--- src/rtl/clk_count_sec.sv ---
// clk_count_sec: seconds stage of the digital clock.
// Divides CLK down to a one-second tick, counts seconds 0-59 and emits a
// one-cycle carry to the minutes stage. Also provides a half-second blink
// flag and a fast-advance divider used while setting the time.
// Build option: define SEC_BCD_EN to report secs as packed BCD (59 = 8'h59);
// otherwise secs is plain binary (59 = 8'd59).
module clk_count_sec #(
    parameter int TICK_DIV = 50_000_000,
    parameter int FAST_DIV = 1000
) (
    input  logic       CLK,
    input  logic       rst_n,
    input  logic       rst_counters,
    input  logic       run,
    input  logic       fast_adv,
    output logic [7:0] secs,
    output logic       sec_tick,
    output logic       count_up_min,
    output logic       blink
);

    localparam int          PW        = $clog2(TICK_DIV);
    localparam logic [31:0] TICK_TC   = 32'(TICK_DIV - 1);
    localparam logic [31:0] FAST_TC   = 32'(FAST_DIV - 1);
    localparam logic [31:0] TICK_HALF = 32'(TICK_DIV / 2);
    localparam logic [31:0] FAST_HALF = 32'(FAST_DIV / 2);

`ifdef SEC_BCD_EN
    localparam logic [7:0]  SECS_LAST = 8'h59;
`else
    localparam logic [7:0]  SECS_LAST = 8'd59;
`endif

    logic [PW-1:0] presc;
    logic [31:0]   presc_ext;
    logic [31:0]   div_tc;
    logic [31:0]   div_half;
    logic          term;
    logic [7:0]    secs_inc;

    assign presc_ext = 32'(presc);

    // Divider selection and terminal-count decode; >= lets a switch into fast
    // mode with the prescaler already beyond the fast terminal count still
    // tick on the next running cycle.
    always_comb begin
        div_tc   = fast_adv ? FAST_TC : TICK_TC;
        div_half = fast_adv ? FAST_HALF : TICK_HALF;
        term     = run && (presc_ext >= div_tc);
    end

    // Next seconds value when a tick lands and secs is not at its last value.
    always_comb begin
        secs_inc = secs + 8'd1;
`ifdef SEC_BCD_EN
        if (secs[3:0] == 4'd9) begin
            secs_inc = {secs[7:4] + 4'd1, 4'd0};
        end else begin
            secs_inc = {secs[7:4], secs[3:0] + 4'd1};
        end
`endif
    end

    // Prescaler and seconds counter: clear, hold, tick or advance.
    always_ff @(posedge CLK or negedge rst_n) begin
        if (!rst_n) begin
            presc <= '0;
            secs  <= 8'd0;
        end else if (rst_counters) begin
            presc <= '0;
            secs  <= 8'd0;
        end else if (run) begin
            if (term) begin
                presc <= '0;
                secs  <= (secs == SECS_LAST) ? 8'd0 : secs_inc;
            end else begin
                presc <= presc + PW'(1);
            end
        end
    end

    // Combinational pulses; a synchronous clear suppresses the tick and carry.
    always_comb begin
        sec_tick     = term && !rst_counters;
        count_up_min = sec_tick && (secs == SECS_LAST);
        blink        = presc_ext < div_half;
    end

endmodule

--- config.mk ---
export PLATFORM = sky130hd
export DESIGN_NAME = clk_count_sec
export DESIGN_NICKNAME = d
export VERILOG_FILES = /design/src/rtl/clk_count_sec.sv
export SDC_FILE = /design/constraint.sdc
export NUM_CORES = 1
export LEC_CHECK = 0
export ABC_CLOCK_PERIOD_IN_PS = 3440
export BUFFER_PORTS_ARGS = -buffer_cell sky130_fd_sc_hd__buf_2
export CORE_MARGIN = 2
export CORE_UTILIZATION = 55
export CTS_CLUSTER_DIAMETER = 30
export CTS_CLUSTER_SIZE = 20
export DETAILED_ROUTE_END_ITERATION = 10
export HOLD_SLACK_MARGIN = 0.08
export PLACE_DENSITY = 0.74
export SLEW_MARGIN = 10
export SYNTH_ARGS = -nofsm -noshare
export SYNTH_HDL_FRONTEND = slang
export SYNTH_SLANG_ARGS = --single-unit
export TNS_END_PERCENT = 5
--- constraint.sdc ---
create_clock -name CLK -period 3.44 [get_ports CLK]
set_input_delay 0.172 -clock CLK [delete_from_list [all_inputs] [get_ports CLK]]
set_output_delay 0.172 -clock CLK [all_outputs]
set_load 0.1 [all_outputs]
Word-level counts from Yosys, hierarchy flattened --
Cells that the tools add are included.
Storage, ports and cells: register bits after elaboration 34, bits in latches 0, memory bits (writable) 0, memory bits (read-only) 0, memories 0
Operators by class: $add $sub $neg 2, multipliers 0, div/mod/pow operators 0, $lt $le $gt $ge 2, equality and inequality tests 1, shift-type cells 0, multiplexer cells 9, bitwise logic cells 0, reduce and logical (&&, ||, !) cells 7
Operators by type and width (count):
- 2-to-1 mux 26 bit | 4
- 2-to-1 mux 8 bit | 4
- adder 26 x 1 -> 26 bit (second input constant) | 1
- >= comparator 26 bit | 1
- < comparator 26 x 25 -> 1 bit | 1
- 2-to-1 mux 25 bit | 1
- adder 8 x 1 -> 8 bit (second input constant) | 1
- equality test 8 x 6 -> 1 bit (second input constant) | 1
- nonzero test 2 bit | 2
- logical AND 1 bit | 3
- AND reduction 2 bit | 1
- zero test 1 bit | 1

Depth between registers and ports, before layout --
Gate-level depths: netlist (run 1).
depth in word-level cells 6, depth in mapped cells 9, gate-level depth less buffers 8

Worst setup path after synthesis (run 1) --
OpenSTA, ideal clock, no wires.
path type reg2out, from reg presc[17], to out count_up_min, arrival 4133 ps, slack -865 ps, stages on the path, launching flop included 8, buffers on the path 1, cell sequence dfrtp_1 ha_1 nand4b_4 or4_4 a2111oi_4 o31ai_2 buf_2 nor3_1
On the way: cells in the longest elaborated chain, start to end 4
Ends and longest elaborated chain:
- from (decl) | line 34 | logic [PW-1:0] presc;
- from (signal assigned) | line 77 | presc <= presc + PW'(1);
- >= comparator 26 bit | line 49 | term = run && (presc_ext >= div_tc);
- logical AND 1 bit | line 49
- logical AND 1 bit | line 84 | sec_tick = term && !rst_counters;
- logical AND 1 bit | line 85 | count_up_min = sec_tick && (secs == SECS_LAST);
- to (decl) | line 18 | output logic count_up_min,
Every way passes these cells.

Final worst setup path (run 1) --
Ends and elaborated chain as after synthesis.

==> results.yml, run 1 <==
status:
  outcome: "finished clean"
route:
  drt-initial-drc-count: 67
  ant_nets: 0
  wl_per_cell_um: 14.6
  num_vias: 1838
  drt-total-wl_um: 4620
  dr.pass1.iters: 4
  post_drt_via_cell_ratio: 5.82
  post-route-drc-count: 0
cts:
  clkTransAtPathRegs_ns: 0.07
  cts.sinks: 34
  cts.path.max_buffers: 2
  hold_buffers: 1
  htree_levels: 2
  cts_tree: "built"
  ctsRootBufferMaster: "clkbuf_8"
  postCtsSetupBuffers: 0
  cts-resized-gates: 0
  clk_latency_ns: 0.28
  cts_buffers: 5
final_layout:
  antenna_cells: 0
  layout_common_cells: "38 x nor2_1, 34 x dfrtp_1, 24 x ha_1, 18 x nand3_1, 16 x xor2_1"
  synthToLayoutAreaGrowth_pct: 11.4
  final_common_cell: "nor2_1"
  design_area_um2: 2580
  final_nets: 294
  drive_gt1_share_pct: 13.2
yosys:
  syn_inst: 244
  syn_nets: 273
  ys_types: 44
  synth-seq-cells: 34
  syn-cell-area_um2: 2320
  synthFlopType: "dfrtp_1"
  ys_seq_area_share_pct: 36.7
  yosys_warnings: 0
  synth_edf_count: 0
  postSynthAreaPerCell_um2: 9.49
  async_flop_share_pct: 100
die:
  die_h_um: 68.9
  start_util_pct: 57.5
  die_area_um2: 4750
  core_um2: 4030
  pin_count: 16
  rows: 23
  die_w_um: 68.9
power_and_ir_drop:
  p_sw_share_pct: 23.0
  peakVddDrop_v: 0.000258
  p_int_uw: 633
  netSwitchingPower_uw: 189
  power_density_nw_per_um2: 319
  combinationalPowerShare_pct: 6.7
  leakagePower_uw: 0.00126
  pwr-share-seq_pct: 49.3
  p_clk_share_pct: 44.0
timing:
  setup_violations: 0
  relSlewSlack_pct: 48.6
  finalHoldViolCount: 0
  skew_ns: 0.00257
  fin_crit_sh_pct: 91.8
  fmax_mhz: 317
  worst_slack_ns: 0.281
  tightest_slew_ns: 0.770
  rsz0062_at_grt: "false"
  slew_violations: 0
  period_minus_slack_ns: 3.16
worst_setup_path:
  path_class: "reg -> out"
  worstPathArrival_ns: 2.99
  critPathMaxFanout: 17
  worstSetupStartpointType: "flip-flop"
  end_kind: "primary output"
  cp_data_required_time_ns: 3.27
global_routing:
  antenna_found_initial: 0
  first_global_vias: 1627
  grt_usage_pct: 21.6
  grt_pass1_wl_um: 7680
  grt_max_degree: 35
  overflow: 0
placement:
  dp_hpwl_um: 3380
  port_buffers: 15
  placed_cell_area_um2: 2460
  pre_cts_ws_ns: 0.566
  gp_congestion: 0.769
flow_run:
  maxCapViolations: 0
hold_path:
  hp-class: "in -> reg"
worst max-delay path, stage by stage (launching register included):
cell       delay, ns
dfrtp_1         0.46
ha_1            0.38
nand4b_4        0.11
or4_4           0.50
a2111oi_4       0.37
o31ai_2         0.10
buf_4           0.19
nor3_2          0.14
buf_2           0.44
layout make-up:
class	count	area [um2]
Multi-Input combinational cell	201	1440
Inverter	4	15.0
Sequential cell	34	851
Timing Repair Buffer	19	108
Fill cell	345	1450
Tap cell	50	62.6
Clock buffer	5	68.8
Clock inverter	3	40.0
through the flow:
stage | utilization (%) | hold slack (ns) | total power, uW | TNS, ns | std cells
final | 64.0 | 0.227 | 823 | 0 | 316
after global routing | 64.0 | 0.249 | 853 | 0 | 316
after detailed placement | 61.1 | 0.291 | 468 | 0 | 307
after global placement | 61.1 | 0.282 | 466 | 0 | 307
after CTS | 64.0 | 0.213 | 832 | 0 | 316
after floorplan | - | -0.124 | 445 | -0.0506 | 244
synth_stat cells (2+ instances only):
master	n	share of area, %
and4_1	2	0.76
and3_1	6	1.6
xor2_1	16	6.1
a211o_1	6	2.3
ha_1	24	13
o21ai_0	3	0.65
o31ai_1	2	0.65
nand4_1	8	2.2
a31oi_1	2	0.54
dfrtp_1	34	37
a211oi_1	2	0.65
xnor2_1	9	3.4
a21o_1	3	0.97
o221a_2	2	0.97
nor2_1	38	6.2
or4_1	2	0.65
inv_1	4	0.65
nand4b_1	4	1.5
a21oi_1	10	2.2
nor3_1	6	1.3
nor2b_1	4	1.1
nand3_1	18	3.9
nand2_1	14	2.3
or4b_1	2	0.86
clkbuf_1	4	0.65
registers in the layout (all words and copies together), names as in the netlist:
signal	cells
presc	26
secs	8
power by group through the flow:
stage | sequential [uW] | clock (uW) | combinational, uW
6_report | 406 | 362 | 54.9
5_1_grt | 406 | 384 | 63.6
4_1_cts | 405 | 371 | 56.0
3_5_place_dp | 413 | 0 | 54.8
3_3_place_gp | 413 | 0 | 53.0
2_1_floorplan | 412 | 0 | 32.4
path summary, 6_finish.rpt:
kind	start	end	slack (ns)	cells after the start
setup / recovery	presc[17]	count_up_min	0.28	8
max in group asynchronous	rst_n	presc[2]	2.46	2
min in group asynchronous	rst_n	presc[13]	0.49	2
hold / removal	rst_counters	secs[7]	0.23	2
setup reg to reg	presc[17]	secs[7]	0.59	8
hold reg to reg	secs[7]	secs[7]	0.57	2
cells by family after synthesis:
kind of cell             count (synthesis)  share of synthesized area [%]
AND/OR/NAND/NOR                        112                           25.8
buffers and inverters                    9                           1.51
multiplexers                             1                          0.432
AO/OA/AOI/OAI                           39                           13.1
flip-flops                              34                           36.7
adder cells (fa/ha/maj)                 24                           13.0
XOR/XNOR                                25                           9.45
per-layer routing:
| layer | part of all wire, % | GRT usage, % | up-vias |
|---|---|---|---|
| met1 | 51 | 32.1 | 871 |
| met5 | 0 | 0 | - |
| li1 | - | - | 941 |
| met3 | 2.9 | 4.38 | 5 |
| met4 | 0.78 | 5.88 | 0 |
| met2 | 45 | 31.6 | 21 |
Note: power is estimated with default switching activity, not from simulation.
==> inputs of run 2 (changes only) <==
--- a/config.mk
+++ b/config.mk
@@ -5,7 +5,7 @@
 export SDC_FILE = /design/constraint.sdc
 export NUM_CORES = 1
 export LEC_CHECK = 0
-export ABC_CLOCK_PERIOD_IN_PS = 3440
+export ABC_CLOCK_PERIOD_IN_PS = 3700
 export BUFFER_PORTS_ARGS = -buffer_cell sky130_fd_sc_hd__buf_2
 export CORE_MARGIN = 2
 export CORE_UTILIZATION = 55
==> constraint.sdc (replaced) <==
create_clock -name CLK -period 3.7 [get_ports CLK]
set_input_delay 0.185 -clock CLK [delete_from_list [all_inputs] [get_ports CLK]]
set_output_delay 0.185 -clock CLK [all_outputs]
set_load 0.1 [all_outputs]
==> run 2 against run 1 <==
Sequential power down 7.1%. Largest power group unchanged. Register-to-register slack better by 0.20 ns. First-iteration DRC count rose by 85%. Total power fell by 14%. Combinational power shrank 10%. Clock power is 22% lower. Via count rose by 0.76%.
==> results.yml, run 2 (same netlist as run 1, synthesis figures left out) <==
die:
  start_util_pct: 57.5
  die_area_um2: 4750
  rows: 23
  pin_count: 16
  die_w_um: 68.9
  core_um2: 4030
  die_h_um: 68.9
placement:
  port_buffers: 15
  gp_congestion: 0.781
  dp_hpwl_um: 3400
  pre_cts_ws_ns: 0.606
worst_setup_path:
  r2r_slack_ns: 0.79
  critPathMaxFanout: 17
  cp_data_required_time_ns: 3.51
  worstPathArrival_ns: 2.99
  path_class: "reg -> out"
  end_kind: "primary output"
  worstSetupStartpointType: "flip-flop"
timing:
  finalHoldViolCount: 0
  fin_crit_sh_pct: 85.8
  tightest_slew_ns: 0.746
  relSlewSlack_pct: 50.3
  fin_setup_tns_ns: 0
  skew_ns: 0.00908
  period_minus_slack_ns: 3.18
  fmax_mhz: 315
  worst_slack_ns: 0.524
  slew_violations: 0
  rsz0062_at_grt: "false"
  setup_violations: 0
global_routing:
  first_global_vias: 1659
  antenna_found_initial: 0
  grt_pass1_wl_um: 7490
  grt_usage_pct: 21.2
  overflow: 0
  grt_max_degree: 35
cts:
  clk_latency_ns: 0.29
  cts.sinks: 34
  clkTransAtPathRegs_ns: 0.07
  cts.path.max_buffers: 2
  postCtsSetupBuffers: 0
  cts_buffers: 5
  htree_levels: 2
  ctsRootBufferMaster: "clkbuf_8"
  cts_tree: "built"
status:
  outcome: "finished clean"
route:
  drt-total-wl_um: 4510
  ant_nets: 0
  post_drt_via_cell_ratio: 5.88
  drt-initial-drc-count: 124
  wl_per_cell_um: 14.3
  dr.pass1.iters: 7
  post-route-drc-count: 0
  num_vias: 1852
hold_path:
  hp-class: "in -> reg"
power_and_ir_drop:
  leakagePower_uw: 0.00125
  power_density_nw_per_um2: 278
  peakVddDrop_v: 0.000223
flow_run:
  maxCapViolations: 0
final_layout:
  top_regs: "presc (26), secs (8)"
  final_common_cell: "nor2_1"
  synthToLayoutAreaGrowth_pct: 10.3
  drive_gt1_share_pct: 12.5
  antenna_cells: 0
  top_register: "presc"
  layout_common_cells: "38 x nor2_1, 34 x dfrtp_1, 24 x ha_1, 18 x nand3_1, 16 x xor2_1"
  largest_register_ffs: 26
  final_nets: 293
==> run 2: path summary, 6_finish.rpt <==
kind | endpoint | startpoint | cells after the start
min reg2reg | secs[7] | secs[7] | 2
min | secs[7] | rst_counters | 2
min in group asynchronous | presc[11] | rst_n | 2
max in group asynchronous | presc[4] | rst_n | 2
max reg2reg | presc[12] | presc[17] | 9
max | count_up_min | presc[17] | 8
==> run 2: per-layer routing <==
| layer | GRT usage (%) | routed length, um | up-vias |
|---|---|---|---|
| met1 | 30.0 | 2300 | 894 |
| met4 | 6.62 | 40 | 0 |
| met2 | 32.0 | 2070 | 14 |
| met3 | 5.03 | 101 | 5 |
| li1 | - | - | 939 |
| met5 | 0 | 0 | - |
==> run 2: power breakdown <==
| part | internal (uW) | switching, uW | leakage [uW] |
|---|---|---|---|
| clock | 150 | 133 | 0.0000482 |
| combinational | 16.3 | 33.1 | 0.000728 |
| sequential | 374 | 3.38 | 0.000474 |
| total | 540 | 169 | 0.00125 |
==> run 2: stage by stage <==
step                      instance area [um2]  cells  power, uW  utilization [%]  hold WS (ns)
after global routing                     2550    315        738             63.4         0.237
after detailed placement                 2450    306        433             60.9         0.300
after floorplan                          2320    244        414                -        -0.111
after CTS                                2550    315        716             63.4         0.224
after global placement                   2450    306        432             60.9         0.278
final                                    2550    315        710             63.4         0.223
==> run 2: critical path, stage by stage (launching register included) <==
cell and delay (ns):
dfrtp_1 0.46, ha_1 0.37, nand4b_4 0.11, or4_4 0.50, a2111oi_4 0.37, o31ai_2 0.10
buf_4 0.19, nor3_2 0.15, buf_2 0.44
==> run 2: timing repair <==
action	CTS	global route
hold endpoints to repair	34	0
gates resized for setup	0	0
hold buffers	1	0
==> run 2: area by class of cell <==
cell class / instances / area [um2]
Timing Repair Buffer: 18 / 100
Fill cell: 358 / 1470
Clock inverter: 1 / 5.00
Inverter: 4 / 15.0
Clock buffer: 7 / 86.3
Multi-Input combinational cell: 201 / 1440
Tap cell: 50 / 62.6
Sequential cell: 34 / 851
==> inputs of run 3 (changes only) <==
--- a/config.mk
+++ b/config.mk
@@ -13,7 +13,7 @@
 export CTS_CLUSTER_SIZE = 20
 export DETAILED_ROUTE_END_ITERATION = 10
 export HOLD_SLACK_MARGIN = 0.08
-export PLACE_DENSITY = 0.74
+export PLACE_DENSITY = 0.82
 export SLEW_MARGIN = 10
 export SYNTH_ARGS = -nofsm -noshare
 export SYNTH_HDL_FRONTEND = slang
==> run 3 against run 2 <==
Cell area decreased by 0.49%. First-iteration DRC count decreased by 19%. Clock skew decreased by 0.0023 ns. Fmax decreased by 0.66%. Hold slack improved by 0.0069 ns. Critical path depth unchanged. Sequential power about the same. Combinational power increased by 1%.
==> results.yml, run 3 (same netlist as run 1, synthesis figures left out) <==
status:
  outcome: "finished clean"
placement:
  dp_hpwl_um: 3430
  gp_congestion: 0.830
  port_buffers: 15
timing:
  skew_ns: 0.00679
  slew_violations: 0
  finalHoldViolCount: 0
  period_minus_slack_ns: 3.20
  setup_violations: 0
  rsz0062_at_grt: "false"
  fin_setup_tns_ns: 0
  tightest_slew_ns: 0.771
  fin_crit_sh_pct: 86.4
  relSlewSlack_pct: 48.5
  fmax_mhz: 313
global_routing:
  grt_usage_pct: 22.6
  first_global_vias: 1719
  grt_max_degree: 35
  overflow: 0
  antenna_found_initial: 0
  grt_pass1_wl_um: 7890
cts:
  cts_buffers: 5
  cts_tree: "built"
  cts-resized-gates: 0
  htree_levels: 2
  clkTransAtPathRegs_ns: 0.07
  postCtsSetupBuffers: 0
  clk_latency_ns: 0.29
  hold_buffers: 1
  cts.sinks: 34
  cts.path.max_buffers: 2
  ctsRootBufferMaster: "clkbuf_8"
worst_setup_path:
  crit_start: "presc[17]"
  r2r_slack_ns: 0.83
  path_cells: "ha_1 > nand4b_4 > or4_4 > a2111oi_4 > o31ai_2 > buf_4 > nor3_2 > buf_2"
  worstSetupStartpointType: "flip-flop"
  r2r_start: "presc[17]"
  endpoint: "count_up_min"
  critPathBufInv: 2
  crit_slowest_cell: "or4_4"
  path_class: "reg -> out"
  r2r_end: "secs[7]"
  worstPathArrival_ns: 3.01
  cp_data_required_time_ns: 3.51
  end_kind: "primary output"
  cp_num_cells: 8
  rr_worst_depth: 8
  cp_slowest_stage_delay_ns: 0.50
  path_delay_family: "simple AND/OR/NAND/NOR gates"
  critPathMaxFanout: 17
route:
  num_vias: 1865
  drt-total-wl_um: 4780
  ant_nets: 0
  wl_per_cell_um: 15.2
  post-route-drc-count: 0
  drt-initial-drc-count: 101
  post_drt_via_cell_ratio: 5.94
  dr.pass1.iters: 4
power_and_ir_drop:
  leakagePower_uw: 0.00125
  power_density_nw_per_um2: 269
  peakVddDrop_v: 0.000171
final_layout:
  final_nets: 293
  final_common_cell: "nor2_1"
  utilization_pct: 63.1
  synthToLayoutAreaGrowth_pct: 9.78
  layout_common_cells: "38 x nor2_1, 34 x dfrtp_1, 24 x ha_1, 18 x nand3_1, 16 x xor2_1"
  filler_cell_count: 356
  top_register: "presc"
  multiInputGateArea_um2: 1440
  drive_gt1_share_pct: 12.5
  regArea_um2: 851
  top_regs: "presc (26), secs (8)"
  largest_register_ffs: 26
  antenna_cells: 0
die:
  die_w_um: 68.9
  die_h_um: 68.9
  pin_count: 16
  core_um2: 4030
  rows: 23
  start_util_pct: 57.5
  die_area_um2: 4750
hold_path:
  hp-class: "in -> reg"
flow_run:
  maxCapViolations: 0
==> run 3: changes by cell type in the layout (fill, tap and decap cells not counted) <==
cell / change
clkbuf_1: -1
clkbuf_8: -1
clkinv_2: +1
==> run 3: layer usage <==
layer	up-vias	GRT usage [%]	wire, um
met3	8	5.36	185
li1	936	-	-
met1	888	30.2	2310
met2	33	35.3	2210
met4	0	8.82	73
met5	-	0	0
==> run 3: power breakdown <==
part / internal [uW] / switching (uW) / leakage, uW
clock network: 126 / 132 / 0.0000438
registers: 374 / 3.32 / 0.000474
logic: 16.4 / 33.7 / 0.000728
total: 516 / 169 / 0.00125
==> run 3: layout make-up <==
class	instances	share of cell area, %
clock buffer	5	2.71
inverter	4	0.591
clock inverter	2	0.394
timing repair buffer	18	3.94
tap	50	2.46
sequential	34	33.5
multi-input combinational	201	56.4
==> run 3: per-stage QoR <==
step | worst slack [ns] | total power, uW | hold WS (ns) | cell area [um2] | instances
2_1_floorplan | 0.196 | 414 | -0.111 | 2320 | 244
3_3_place_gp | 0.846 | 432 | 0.285 | 2450 | 306
3_5_place_dp | 0.775 | 434 | 0.301 | 2450 | 306
4_1_cts | 0.487 | 691 | 0.220 | 2540 | 314
5_1_grt | 0.394 | 714 | 0.236 | 2540 | 314
6_report | 0.503 | 685 | 0.230 | 2540 | 314
==> run 3: how the worst min path moves through the flow <==
stage	from	to	cells after the start
after global placement	rst_n	presc[20]	1
after floorplan	rst_n	presc[0]	0
final	rst_counters	presc[1]	2
after detailed placement	rst_n	presc[19]	1
after CTS	rst_counters	secs[6]	2
after global routing	rst_counters	presc[1]	2
